==> src/rtl/lsu_ctrl.sv <==
// lsu_ctrl: RV32I load/store sequencer for a word-organised data memory. Sub-word stores use read-modify-write.
// Define LSU_MISALIGN_EN to allow misaligned and word-crossing accesses; without it they complete with err.
module lsu_ctrl #(
  parameter int DEPTH = 32,
  parameter int AW    = 5
) (
  input  logic        CLK,
  input  logic        RST,
  input  logic        req_rd,
  input  logic        req_wr,
  input  logic [2:0]  funct3,
  input  logic [31:0] addr,
  input  logic [31:0] wdata,
  output logic [31:0] rdata,
  output logic        busy,
  output logic        done,
  output logic        err,
  output logic [31:0] mem_addr,
  output logic        mem_rd,
  output logic        mem_wrt,
  output logic [31:0] mem_wdata,
  input  logic [31:0] mem_rdata
);

  typedef enum logic [2:0] {
    S_IDLE,
    S_RD0,
    S_RD1,
    S_WR0,
    S_WR1,
    S_DONE
  } state_t;

  function automatic logic [2:0] size_of(input logic [2:0] f3);
    case (f3[1:0])
      2'b00:   size_of = 3'd1;
      2'b01:   size_of = 3'd2;
      default: size_of = 3'd4;
    endcase
  endfunction

  function automatic logic [3:0] lane_mask(input logic [2:0] sz);
    case (sz)
      3'd1:    lane_mask = 4'b0001;
      3'd2:    lane_mask = 4'b0011;
      default: lane_mask = 4'b1111;
    endcase
  endfunction

  state_t        state_q;
  logic [AW+1:0] addr_q;
  logic [31:0]   wdata_q;
  logic [2:0]    f3_q;
  logic          st_q;
  logic          cross_q;
  logic [31:0]   lo_q, hi_q;
  logic [31:0]   lo_d, hi_d;
  logic [31:0]   rdata_q;
  logic          busy_q, done_q, err_q;
  logic [31:0]   mem_addr_q;
  logic          mem_rd_q, mem_wrt_q;
  logic [31:0]   mem_wdata_q;

  // Decode of the request presented on the inputs (only meaningful in IDLE)
  logic [1:0]  in_off;
  logic [2:0]  in_sz;
  logic        in_f3_ok, in_mis, in_cross, in_err, in_sw_aligned;
  logic [31:0] in_w0_ext;
  logic        unused_addr_hi;

  assign in_off    = addr[1:0];
  assign in_sz     = size_of(funct3);
  assign in_f3_ok  = req_wr ? (funct3 inside {3'b000, 3'b001, 3'b010})
                            : (funct3 inside {3'b000, 3'b001, 3'b010, 3'b100, 3'b101});
`ifdef LSU_MISALIGN_EN
  assign in_mis    = 1'b0;
`else
  assign in_mis    = ((in_sz == 3'd2) && in_off[0]) || ((in_sz == 3'd4) && (in_off != 2'b00));
`endif
  assign in_cross      = (({1'b0, in_off} + in_sz) > 3'd4);
  assign in_err        = (req_rd & req_wr) | ~in_f3_ok | in_mis;
  assign in_sw_aligned = req_wr & (funct3 == 3'b010) & (in_off == 2'b00);
  assign in_w0_ext     = {{(32-AW){1'b0}}, addr[AW+1:2]};
  assign unused_addr_hi = ^addr[31:AW+2];

  // Decode of the latched access
  logic [1:0]    off_q;
  logic [2:0]    sz_q;
  logic [AW-1:0] w0, w1;
  logic [31:0]   w0_ext, w1_ext;

  assign off_q  = addr_q[1:0];
  assign sz_q   = size_of(f3_q);
  assign w0     = addr_q[AW+1:2];
  assign w1     = (w0 == AW'(DEPTH - 1)) ? '0 : w0 + 1'b1;
  assign w0_ext = {{(32-AW){1'b0}}, w0};
  assign w1_ext = {{(32-AW){1'b0}}, w1};

  // lo/hi as they will be after this edge, so the merge and load paths see fresh read data
  always_comb begin
    lo_d = lo_q;
    hi_d = hi_q;
    if (state_q == S_RD0) lo_d = mem_rdata;
    if (state_q == S_RD1) hi_d = mem_rdata;
  end

  logic [63:0] old64, ins64, new64;
  logic [7:0]  be;

  assign old64 = {hi_d, lo_d};
  assign ins64 = {32'd0, wdata_q} << {off_q, 3'b000};
  assign be    = {4'b0000, lane_mask(sz_q)} << off_q;

  // Byte-lane merge over the two-word window; lanes 4..7 belong to hi
  generate
    for (genvar gi = 0; gi < 8; gi++) begin : g_lane
      assign new64[8*gi +: 8] = be[gi] ? ins64[8*gi +: 8] : old64[8*gi +: 8];
    end
  endgenerate

  logic [31:0] ld_bytes, ld_val;

  assign ld_bytes = 32'(old64 >> {off_q, 3'b000});

  always_comb begin
    ld_val = 32'd0;
    case (f3_q)
      3'b000:  ld_val = {{24{ld_bytes[7]}}, ld_bytes[7:0]};
      3'b001:  ld_val = {{16{ld_bytes[15]}}, ld_bytes[15:0]};
      3'b010:  ld_val = ld_bytes;
      3'b100:  ld_val = {24'd0, ld_bytes[7:0]};
      3'b101:  ld_val = {16'd0, ld_bytes[15:0]};
      default: ld_val = 32'd0;
    endcase
  end

  always_ff @(posedge CLK) begin
    if (RST) begin
      state_q     <= S_IDLE;
      addr_q      <= '0;
      wdata_q     <= 32'd0;
      f3_q        <= 3'd0;
      st_q        <= 1'b0;
      cross_q     <= 1'b0;
      lo_q        <= 32'd0;
      hi_q        <= 32'd0;
      rdata_q     <= 32'd0;
      busy_q      <= 1'b0;
      done_q      <= 1'b0;
      err_q       <= 1'b0;
      mem_addr_q  <= 32'd0;
      mem_rd_q    <= 1'b0;
      mem_wrt_q   <= 1'b0;
      mem_wdata_q <= 32'd0;
    end else begin
      done_q    <= 1'b0;
      err_q     <= 1'b0;
      mem_rd_q  <= 1'b0;
      mem_wrt_q <= 1'b0;
      lo_q      <= lo_d;
      hi_q      <= hi_d;
      case (state_q)
        S_IDLE: begin
          if (req_rd | req_wr) begin
            addr_q     <= addr[AW+1:0];
            wdata_q    <= wdata;
            f3_q       <= funct3;
            st_q       <= req_wr;
            cross_q    <= in_cross;
            busy_q     <= 1'b1;
            mem_addr_q <= in_w0_ext;
            if (in_err) begin
              state_q <= S_DONE;
              done_q  <= 1'b1;
              err_q   <= 1'b1;
              rdata_q <= 32'd0;
            end else if (in_sw_aligned) begin
              state_q     <= S_WR0;
              mem_wrt_q   <= 1'b1;
              mem_wdata_q <= wdata;
            end else begin
              state_q  <= S_RD0;
              mem_rd_q <= 1'b1;
            end
          end
        end
        S_RD0: begin
          if (cross_q) begin
            state_q    <= S_RD1;
            mem_rd_q   <= 1'b1;
            mem_addr_q <= w1_ext;
          end else if (st_q) begin
            state_q     <= S_WR0;
            mem_wrt_q   <= 1'b1;
            mem_wdata_q <= new64[31:0];
          end else begin
            state_q <= S_DONE;
            done_q  <= 1'b1;
            rdata_q <= ld_val;
          end
        end
        S_RD1: begin
          mem_addr_q <= w0_ext;
          if (st_q) begin
            state_q     <= S_WR0;
            mem_wrt_q   <= 1'b1;
            mem_wdata_q <= new64[31:0];
          end else begin
            state_q <= S_DONE;
            done_q  <= 1'b1;
            rdata_q <= ld_val;
          end
        end
        S_WR0: begin
          if (cross_q) begin
            state_q     <= S_WR1;
            mem_wrt_q   <= 1'b1;
            mem_addr_q  <= w1_ext;
            mem_wdata_q <= new64[63:32];
          end else begin
            state_q <= S_DONE;
            done_q  <= 1'b1;
          end
        end
        S_WR1: begin
          state_q    <= S_DONE;
          done_q     <= 1'b1;
          mem_addr_q <= w0_ext;
        end
        S_DONE: begin
          state_q <= S_IDLE;
          busy_q  <= 1'b0;
        end
        default: begin
          state_q <= S_IDLE;
          busy_q  <= 1'b0;
        end
      endcase
    end
  end

  assign rdata     = rdata_q;
  assign busy      = busy_q;
  assign done      = done_q;
  assign err       = err_q;
  assign mem_addr  = mem_addr_q;
  assign mem_rd    = mem_rd_q;
  // Reset must suppress a write even when it lands in the middle of WR0/WR1
  assign mem_wrt   = mem_wrt_q & ~RST;
  assign mem_wdata = mem_wdata_q;

endmodule

==> config.mk <==
export PLATFORM = sky130hd
export DESIGN_NAME = lsu_ctrl
export DESIGN_NICKNAME = d
export VERILOG_FILES = /design/src/rtl/lsu_ctrl.sv
export SDC_FILE = /design/constraint.sdc
export NUM_CORES = 1
export LEC_CHECK = 0
export ABC_AREA = 1
export BUFFER_PORTS_ARGS = -buffer_cell sky130_fd_sc_hd__buf_2
export CAP_MARGIN = 20
export CORE_ASPECT_RATIO = 2
export CORE_UTILIZATION = 30
export CTS_BUF_LIST = sky130_fd_sc_hd__clkbuf_2 sky130_fd_sc_hd__clkbuf_4 sky130_fd_sc_hd__clkbuf_8
export DETAILED_ROUTE_END_ITERATION = 10
export PLACE_DENSITY = 0.53
export SLEW_MARGIN = 15
export SYNTH_ARGS = -nofsm -noshare
export SYNTH_HDL_FRONTEND = slang
export SYNTH_SLANG_ARGS = --single-unit
==> constraint.sdc <==
create_clock -name CLK -period 1.62 [get_ports CLK]
set_clock_uncertainty 0.05 [all_clocks]
set_input_delay 0.324 -clock CLK [delete_from_list [all_inputs] [get_ports CLK]]
set_output_delay 0.324 -clock CLK [all_outputs]
set_load 0.01 [all_outputs]
==> results.py, run 1 <==
metrics = {
    "status": {
        "status": "complete, but fails checks",
        "violations": "setup timing",
    },
    "global_routing": {
        "track_usage": 0.301,
        "grt_pass1_vias": 11700,
        "antenna_found_initial": 1,
        "grt_overflow": 0,
        "grt_start_max_net_pins": 44,
        "grt_pass1_wl_um": 72800,
    },
    "cts": {
        "clock_latency_ps": 530,
        "cts_buffers": 17,
        "clockBufferDepth": 2,
        "clkTransAtPathRegs_ps": 110,
        "cts_tree": "built",
        "cts_sinks": 185,
        "cts_max_level": 4,
        "cts_root_buf": "clkbuf_8",
    },
    "timing": {
        "worst_slack_ps": -346,
        "tightest_slew_ps": 536,
        "finalCritPeriodShare": 1.21,
        "report.final.slew_viol_count": 0,
        "fmaxAchievable_ghz": 0.509,
        "rsz0062_at_grt": "true",
        "setup_violations": 115,
        "max_slew_margin": 0.639,
        "finalHoldViolCount": 0,
        "finalWorstPathRequiredPeriod_ps": 1970,
        "holdWs_ps": 21.5,
    },
    "floorplan": {
        "die-height_um": 260,
        "num_io_pins": 204,
        "dieArea_um2": 34000,
        "start_util": 0.303,
        "row_count": 94,
        "fp.coreArea_um2": 32800,
        "die_w_um": 131,
    },
    "setup_path": {
        "crit_type": "reg -> reg",
        "path_max_fanout": 8,
        "rr_endpoint": "mem_wdata[27]$_SDFFE_PP0P_",
        "required_ps": 2030,
        "r2r_cells": 10,
        "cp-end-kind": "register",
        "max_stage_delay_ps": 370,
        "start_kind": "register",
        "cp_cell_sequence": "buf_4 -> nand3_4 -> buf_12 -> clkbuf_16 -> nand2_1 -> nand2_1 -> o21ai_0 -> buf_4 -> a21oi_2 -> nor2_1",
        "cp_slowest_cell": "dfxtp_2",
        "cp.arrival_ps": 2380,
        "r2r_slack_ps": -350,
        "r2r_start": "state_q[0]$_SDFFE_PP0N_",
    },
    "hold_path": {
        "worstHoldPathCells": 3,
        "hp-start": "wdata[19]",
        "hold_path_class": "in -> reg",
        "holdPathEnd": "wdata_q[19]$_SDFFE_PP0P_",
    },
    "detailed_routing": {
        "wl_per_cell_um": 21.8,
        "vias": 12200,
        "drtIter0Drc": 891,
        "drc_errors": 0,
        "dr.pass1.iters": 5,
        "wl_um": 52000,
        "drtAntennaViolNets": 0,
        "viasPerCell": 5.14,
    },
    "yosys": {
        "synth_seq_area_share": 0.372,
        "synth_area_um2": 9950,
        "netlist_instances": 1550,
        "ys_warn_count": 0,
        "synth-seq-cells": 185,
        "synthDistinctLibCells": 41,
        "avgSynthCellArea_um2": 6.42,
    },
    "place": {
        "gp_congestion": 0.975,
        "port_buffers": 151,
        "place_area_um2": 12900,
        "pre_cts_slack_ps": -403,
        "dp_hpwl_um": 37700,
    },
    "flow_run": {
        "maxCapViolCount": 0,
    },
    "finish": {
        "final_cell_area_um2": 15900,
        "fin_nets": 2044,
        "fillers": 3311,
        "area_growth_pct": 60.3,
        "drive_gt1_frac": 0.398,
    },
    "pwr": {
        "p_leak_nw": 7.31,
        "vdd_drop_max_v": 0.000792,
        "p_per_area_nw_per_um2": 1530,
    },
}
timing repair:
action                                 in CTS  in global routing
gates cloned                               13                 11
setup buffers                              18                 26
setup endpoints to repair                 125                129
resized for setup                         307                198
pin swaps                                  49                 62
endpoints found under the hold margin      12                  0
hold buffers                               11                  0
stage by stage:
| stage | total power, mW | std cells | utilization | setup TNS, ps |
|---|---|---|---|---|
| floorplan | 11.4 | 1576 | - | -36.1 |
| global placement | 16.8 | 2281 | 0.393 | -24880 |
| detailed placement | 16.9 | 2281 | 0.393 | -29100 |
| CTS | 22.5 | 2350 | 0.452 | -15040 |
| global route | 25.6 | 2381 | 0.486 | -30050 |
| finish | 24.4 | 2381 | 0.486 | -22450 |
cells by family after synthesis:
family / synth area share
DFF: 0.372
and+or+nand+nor: 0.308
adders and majority gates: 0.00578
other: 0.000377
AOI/OAI and AO/OA: 0.201
xor gates and xnor gates: 0.000880
buffers and inverters: 0.112
worst max-delay path, delay by kind of cell, from the launching register on:
kind / cells / cell delay (ps)
and+or+nand+nor: 4 / 510
DFF: 1 / 370
AOI/OAI and AO/OA: 2 / 320
buffers and inverters: 4 / 660
placed cells by master, fill, tap and decap left out, types with 5 or more instances in the layout:
master and instances:
clkbuf_16 10, buf_2 151, a21oi_2 45, conb_1 27, and2_1 6, clkinv_4 5
o21ai_2 51, nand2_2 37, o211ai_1 16, buf_8 10, nand4_1 7, clkbuf_8 18
o21ai_0 68, nand2_4 16, a21oi_1 98, inv_2 10, nor2_2 23, buf_16 9
dfxtp_1 181, nor2_4 22, buf_12 33, nand3_1 114, o221ai_1 7, dlygate4sd3_1 11
nand3_4 11, buf_6 46, buf_4 191, o21ai_4 12, nand3_2 30, nor2_1 143
nand2_1 309, inv_1 117, o21ai_1 49
Yosys cell counts (all sizes together):
library cell / number / area share
buf: 64 / 0.040
clkbuf: 57 / 0.021
dfxtp: 185 / 0.37
inv: 133 / 0.050
a32o: 1 / 0.0010
a41oi: 1 / 0.00088
ha: 3 / 0.0038
xor2: 1 / 0.00088
nand2: 364 / 0.14
a221oi: 1 / 0.00088
o22ai: 1 / 0.00063
nand4: 7 / 0.0044
and2: 10 / 0.0063
a211oi: 1 / 0.00075
fa: 1 / 0.0020
nor2: 188 / 0.073
a22oi: 6 / 0.0050
o211ai: 16 / 0.012
o2111ai: 2 / 0.0018
a21oi: 143 / 0.072
a21boi: 5 / 0.0049
clkinv: 1 / 0.00038
conb: 1 / 0.00038
a31oi: 5 / 0.0031
nor3: 7 / 0.0035
o221ai: 8 / 0.0070
nand3: 154 / 0.080
o21ai: 180 / 0.091
or2: 4 / 0.0025
report_power, final:
part           switching, mW  total, mW  internal, mW
logic                   8.67       15.1          6.43
clock network           1.86       3.45          1.59
registers              0.489       5.89          5.40
metal layers:
metal | part of all wire | wire [µm] | up-vias | global-route usage
li1 | - | - | 5824 | -
met1 | 0.34 | 17700 | 5791 | 0.301
met2 | 0.52 | 27100 | 438 | 0.538
met3 | 0.038 | 1980 | 185 | 0.0360
met4 | 0.10 | 5240 | 0 | 0.261
met5 | 0 | 0 | - | 0
area by class of cell:
type / count / area [µm²] / share of cell area
well taps: 432 / 541 / 0.0339
clock buffers: 20 / 263 / 0.0165
multi-input cells: 1137 / 6580 / 0.413
repair buffers: 462 / 4160 / 0.261
clock inverters: 10 / 146 / 0.00918
flip-flops and latches: 185 / 3710 / 0.233
inverters: 134 / 548 / 0.0344
diodes: 1 / 2.50 / 0.000157
sequential cells by signal (all words and copies together) (netlist names), 3 cells and up:
| signal | count |
|---|---|
| rdata | 32 |
| wdata_q | 32 |
| mem_wdata | 32 |
| lo_q | 32 |
| f3_q | 3 |
| state_q | 3 |
| mem_addr | 5 |
| hi_q | 32 |
| addr_q | 7 |
worst max path at each step:
stage	startpoint	endpoint	slack [ps]	cells after the start
4_1_cts	state_q[0]$_SDFFE_PP0N_	mem_wdata[27]$_SDFFE_PP0P_	-270	12
3_3_place_gp	state_q[0]$_SDFFE_PP0N_	rdata[27]$_SDFFE_PP0P_	-340	13
2_1_floorplan	state_q[0]$_SDFFE_PP0N_	mem_wdata[29]$_SDFFE_PP0P_	-4	11
3_5_place_dp	state_q[0]$_SDFFE_PP0N_	mem_wdata[29]$_SDFFE_PP0P_	-400	12
6_report	state_q[0]$_SDFFE_PP0N_	mem_wdata[27]$_SDFFE_PP0P_	-350	10
5_1_grt	state_q[0]$_SDFFE_PP0N_	rdata[29]$_SDFFE_PP0P_	-410	12
Note: power is estimated with default switching activity, not from simulation.
==> inputs of run 2 (changes only) <==
--- a/config.mk
+++ b/config.mk
@@ -9,10 +9,10 @@
 export BUFFER_PORTS_ARGS = -buffer_cell sky130_fd_sc_hd__buf_2
 export CAP_MARGIN = 20
 export CORE_ASPECT_RATIO = 2
-export CORE_UTILIZATION = 30
+export CORE_UTILIZATION = 45
 export CTS_BUF_LIST = sky130_fd_sc_hd__clkbuf_2 sky130_fd_sc_hd__clkbuf_4 sky130_fd_sc_hd__clkbuf_8
 export DETAILED_ROUTE_END_ITERATION = 10
-export PLACE_DENSITY = 0.53
+export PLACE_DENSITY = 0.72
 export SLEW_MARGIN = 15
 export SYNTH_ARGS = -nofsm -noshare
 export SYNTH_HDL_FRONTEND = slang
==> results.py, run 2 (synthesized netlist as in run 1, its figures left out) <==
metrics = {
    "place": {
        "gp_congestion": 1.00,
        "port_buffers": 151,
        "dp.cells": 2088,
        "dp_hpwl_um": 32400,
    },
    "cts": {
        "cts_root_buf": "clkbuf_8",
        "clkTransAtPathRegs_ps": 90,
        "clockBufferDepth": 2,
        "cts_tree": "built",
        "clock_latency_ps": 550,
        "cts_max_level": 4,
        "cts_sinks": 185,
        "cts_buffers": 17,
    },
    "timing": {
        "tightest_slew_ps": 1080,
        "finalCritPeriodShare": 1.45,
        "holdWs_ps": 20.4,
        "finalHoldViolCount": 0,
        "max_slew_margin": 0.276,
        "finalSetupTns_ps": -46580,
        "setup_violations": 126,
        "fmaxAchievable_ghz": 0.426,
        "worst_slack_ps": -729,
        "rsz0062_at_grt": "true",
        "finalWorstPathRequiredPeriod_ps": 2350,
        "report.final.slew_viol_count": 0,
    },
    "setup_path": {
        "crit_start": "f3_q[0]$_SDFFE_PP0P_",
        "rr_endpoint": "rdata[21]$_SDFFE_PP0P_",
        "cp-end-kind": "register",
        "r2r_start": "f3_q[0]$_SDFFE_PP0P_",
        "crit_type": "reg -> reg",
        "required_ps": 2040,
        "path_max_fanout": 6,
        "r2r_slack_ps": -730,
        "cp.arrival_ps": 2770,
        "r2r_cells": 8,
        "start_kind": "register",
        "crit_end": "rdata[21]$_SDFFE_PP0P_",
    },
    "detailed_routing": {
        "wl_um": 51900,
        "drtAntennaViolNets": 0,
        "viasPerCell": 5.94,
        "vias": 13100,
        "drc_errors": 0,
        "drtIter0Drc": 1427,
        "wl_per_cell_um": 23.6,
        "dr.pass1.iters": 8,
    },
    "global_routing": {
        "grt_pass1_wl_um": 69500,
        "grt_start_max_net_pins": 66,
        "antenna_found_initial": 0,
        "grt_pass1_vias": 12200,
        "grt_overflow": 0,
        "track_usage": 0.422,
    },
    "finish": {
        "drive_gt1_frac": 0.384,
        "area_growth_pct": 54.1,
        "final_common_cell": "nand2_1",
        "fin_nets": 2022,
        "postLayoutCoreUtil": 0.710,
        "final_cell_mix": "nand2_1, buf_4, dfxtp_1",
        "diodes": 0,
        "final_cells": 2199,
    },
    "pwr": {
        "finalPower_mw": 24.5,
        "p_leak_nw": 7.11,
        "vdd_drop_max_v": 0.00109,
        "p_per_area_nw_per_um2": 1600,
    },
    "floorplan": {
        "die-height_um": 212,
        "fp.coreArea_um2": 21600,
        "dieArea_um2": 22800,
        "row_count": 76,
        "die_w_um": 107,
        "start_util": 0.461,
        "num_io_pins": 204,
    },
    "flow_run": {
        "maxCapViolCount": 0,
    },
    "status": {
        "status": "complete, but fails checks",
        "violations": "setup timing",
    },
    "hold_path": {
        "worstHoldPathCells": 3,
        "hold_path_class": "in -> reg",
    },
}
## run 2: cell types whose count changed in the layout (fill, tap and decap cells not counted), moves of 7 or more
cell,previous run,this run
o21ai_2,51,60
buf_6,46,36
o21ai_1,49,42
nand2_2,37,30
nand2_1,309,321
nand3_2,30,20
nand3_1,114,125
## run 2: cell type report
type	count	area (µm²)
repair buffers	435	3730
flip-flops and latches	185	3710
well taps	273	342
clock buffers	23	298
fillers	1730	6250
inverters	134	557
repair inverters	3	47.5
clock inverters	7	118
multi-input cells	1139	6530
## run 2: how the worst min path moves through the flow
stage	startpoint	end
floorplan	hi_q[29]$_SDFF_PP0_	hi_q[29]$_SDFF_PP0_
detailed placement	rdata[31]$_SDFFE_PP0P_	rdata[31]$_SDFFE_PP0P_
CTS	addr[2]	addr_q[2]$_SDFFE_PP0P_
global route	addr[2]	addr_q[2]$_SDFFE_PP0P_
finish	wdata[21]	wdata_q[21]$_SDFFE_PP0P_
global placement	rdata[4]$_SDFFE_PP0P_	rdata[4]$_SDFFE_PP0P_
## run 2: metrics by stage
step                setup slack [ps]  area (µm²)
floorplan                      -4.19       10200
global placement                -854       12400
detailed placement              -854       12400
CTS                             -328       14300
global route                    -721       15300
finish                          -729       15300
## run 2: worst max-delay path: stages (launching register included)
cell and delay [ps]:
dfxtp_1 330, buf_4 150, nor3_1 870, nand3_4 260, buf_6 210, buf_16 130
nand3_1 90, nand2_1 80, a21oi_1 120
## run 2: power by group
part | switching [mW] | total (mW) | internal [mW]
Sequential | 0.547 | 5.95 | 5.40
Combinational | 8.89 | 15.0 | 6.15
Clock | 1.79 | 3.47 | 1.68
Total | 11.2 | 24.5 | 13.2
## run 2: timing repair
item	CTS	global route
hold endpoints to repair	14	0
hold buffers	14	0
pin swaps	51	40
setup buffers	31	16
endpoints found under the setup margin	126	137
cloned	13	11
resized for setup	287	195
## run 2: metal layers
| metal | share of wire | vias up | wire [µm] | track usage |
|---|---|---|---|---|
| met1 | 0.31 | 5993 | 15900 | 0.410 |
| li1 | - | 5756 | - | - |
| met2 | 0.47 | 933 | 24600 | 0.694 |
| met5 | 0 | - | 0 | 0 |
| met4 | 0.13 | 0 | 6730 | 0.450 |
| met3 | 0.089 | 376 | 4630 | 0.106 |
==> inputs of run 3 (changes only) <==
--- a/config.mk
+++ b/config.mk
@@ -12,7 +12,7 @@
 export CORE_UTILIZATION = 45
 export CTS_BUF_LIST = sky130_fd_sc_hd__clkbuf_2 sky130_fd_sc_hd__clkbuf_4 sky130_fd_sc_hd__clkbuf_8
 export DETAILED_ROUTE_END_ITERATION = 10
-export PLACE_DENSITY = 0.72
+export PLACE_DENSITY_LB_ADDON = 0.2
 export SLEW_MARGIN = 15
 export SYNTH_ARGS = -nofsm -noshare
 export SYNTH_HDL_FRONTEND = slang
==> constraint.sdc (replaced) <==
create_clock -name CLK -period 2.45 [get_ports CLK]
set_clock_uncertainty 0.05 [all_clocks]
set_input_delay 0.49 -clock CLK [delete_from_list [all_inputs] [get_ports CLK]]
set_output_delay 0.49 -clock CLK [all_outputs]
set_load 0.01 [all_outputs]
==> results.py, run 3 (synthesized netlist as in run 1, its figures left out) <==
metrics = {
    "place": {
        "port_buffers": 151,
        "gp_congestion": 0.952,
        "dp.cells": 1947,
        "place_area_um2": 11200,
        "dp_hpwl_um": 30500,
    },
    "setup_path": {
        "crit_start": "state_q[1]$_SDFFE_PP0N_",
        "start_kind": "register",
        "required_ps": 2830,
        "cp_slowest_cell": "dfxtp_1",
        "cp_cell_sequence": "nand3_4 -> buf_4 -> nand2_2 -> inv_2 -> nor2_4 -> a21boi_4 -> buf_12 -> nand2_1 -> a21oi_1",
        "crit_type": "reg -> reg",
        "r2r_start": "state_q[1]$_SDFFE_PP0N_",
        "path_max_fanout": 24,
        "cp_top_family": "simple AND/OR/NAND/NOR gates",
        "crit_buf_inv": 3,
        "r2r_slack_ps": 150,
        "max_stage_delay_ps": 490,
        "cp.arrival_ps": 2680,
        "cp-end-kind": "register",
    },
    "detailed_routing": {
        "drc_errors": 0,
        "drtIter0Drc": 845,
        "wl_per_cell_um": 20.1,
        "vias": 10900,
        "wl_um": 39800,
        "viasPerCell": 5.50,
        "drtAntennaViolNets": 0,
        "dr.pass1.iters": 5,
    },
    "finish": {
        "fin_nets": 1801,
        "drive_gt1_frac": 0.166,
        "final_cells": 1980,
        "final_cell_area_um2": 11600,
        "area_growth_pct": 16.3,
        "final_common_cell": "nand2_1",
        "final_cell_mix": "nand2_1, dfxtp_1, nor2_1",
        "postLayoutCoreUtil": 0.536,
        "fillers": 2368,
        "diodes": 0,
    },
    "cts": {
        "cts_root_buf": "clkbuf_8",
        "cts_tree": "built",
        "clock_latency_ps": 510,
        "cts_sinks": 185,
        "clockBufferDepth": 2,
        "cts_buffers": 17,
        "cts_max_level": 4,
        "clkTransAtPathRegs_ps": 90,
    },
    "global_routing": {
        "grt_start_max_net_pins": 44,
        "grt_overflow": 0,
        "track_usage": 0.361,
        "grt_pass1_wl_um": 59500,
        "grt_pass1_vias": 10100,
        "antenna_found_initial": 2,
    },
    "hold_path": {
        "hp-start": "wdata[23]",
        "hold_path_class": "in -> reg",
    },
    "timing": {
        "rsz0062_at_grt": "false",
        "report.final.slew_viol_count": 0,
        "finalHoldViolCount": 0,
        "finalSetupTns_ps": 0,
        "finalCritPeriodShare": 0.939,
        "setup_violations": 0,
        "finalWorstPathRequiredPeriod_ps": 2300,
        "tightest_slew_ps": 667,
        "fmaxAchievable_ghz": 0.435,
        "max_slew_margin": 0.555,
    },
    "pwr": {
        "p_leak_nw": 5.48,
        "vdd_drop_max_v": 0.000595,
        "p_per_area_nw_per_um2": 1020,
    },
    "floorplan": {
        "fp.coreArea_um2": 21600,
        "start_util": 0.461,
        "num_io_pins": 204,
        "die-height_um": 212,
        "dieArea_um2": 22800,
        "die_w_um": 107,
        "row_count": 76,
    },
    "flow_run": {
        "maxCapViolCount": 0,
    },
    "status": {
        "status": "finished clean",
    },
}
## run 3: worst paths after layout
kind | to | cells past startpoint
worst min register to register | busy$_SDFFE_PP0P_ | 2
worst max-delay path | rdata[12]$_SDFFE_PP0P_ | 9
worst max register to register | rdata[12]$_SDFFE_PP0P_ | 9
worst min-delay path | wdata_q[23]$_SDFFE_PP0P_ | 3
## run 3: power by group
group          leakage, nW  internal [mW]  switching (mW)
combinational         3.76           1.80            3.94
sequential            1.51           3.57           0.313
clock                0.209          0.970            1.16
total                 5.48           6.34            5.41
## run 3: per-layer routing
layer | vias up | track usage | part of all wire
met5 | - | 0 | 0.00033
met4 | 2 | 0.281 | 0.082
met3 | 118 | 0.0616 | 0.056
met2 | 429 | 0.617 | 0.50
met1 | 5027 | 0.389 | 0.36
li1 | 5311 | - | -
## run 3: cell type report
| class | count | area (µm²) | share of cell area |
|---|---|---|---|
| multi-input cells | 1136 | 5230 | 0.452 |
| flip-flops and latches | 185 | 3700 | 0.320 |
| repair buffers | 220 | 1400 | 0.121 |
| inverters | 134 | 507 | 0.0438 |
| well taps | 273 | 342 | 0.0295 |
| clock buffers | 26 | 327 | 0.0282 |
| clock inverters | 6 | 62.6 | 0.00541 |
## run 3: per-stage QoR
| step | hold WS, ps | setup WS (ps) | total power, mW |
|---|---|---|---|
| floorplan | 384 | 673 | 7.39 |
| global route | 185 | 17.7 | 12.5 |
| CTS | 146 | 116 | 11.7 |
| finish | 171 | 149 | 11.7 |
| detailed placement | 396 | 144 | 9.58 |
| global placement | 395 | 142 | 9.54 |
## run 3: repair_timing
| item | in CTS | in global routing |
|---|---|---|
| setup buffers | 0 | 1 |
| resized for setup | 0 | 1 |
| setup endpoints to repair | 0 | 1 |
| hold buffers | 0 | 0 |
## run 3: worst reg2reg max path, stage by stage, from the launching register on
cell,delay (ps)
dfxtp_1,490
nand3_4,280
buf_4,250
nand2_2,70
inv_2,100
nor2_4,320
a21boi_4,270
buf_12,180
nand2_1,80
a21oi_1,140
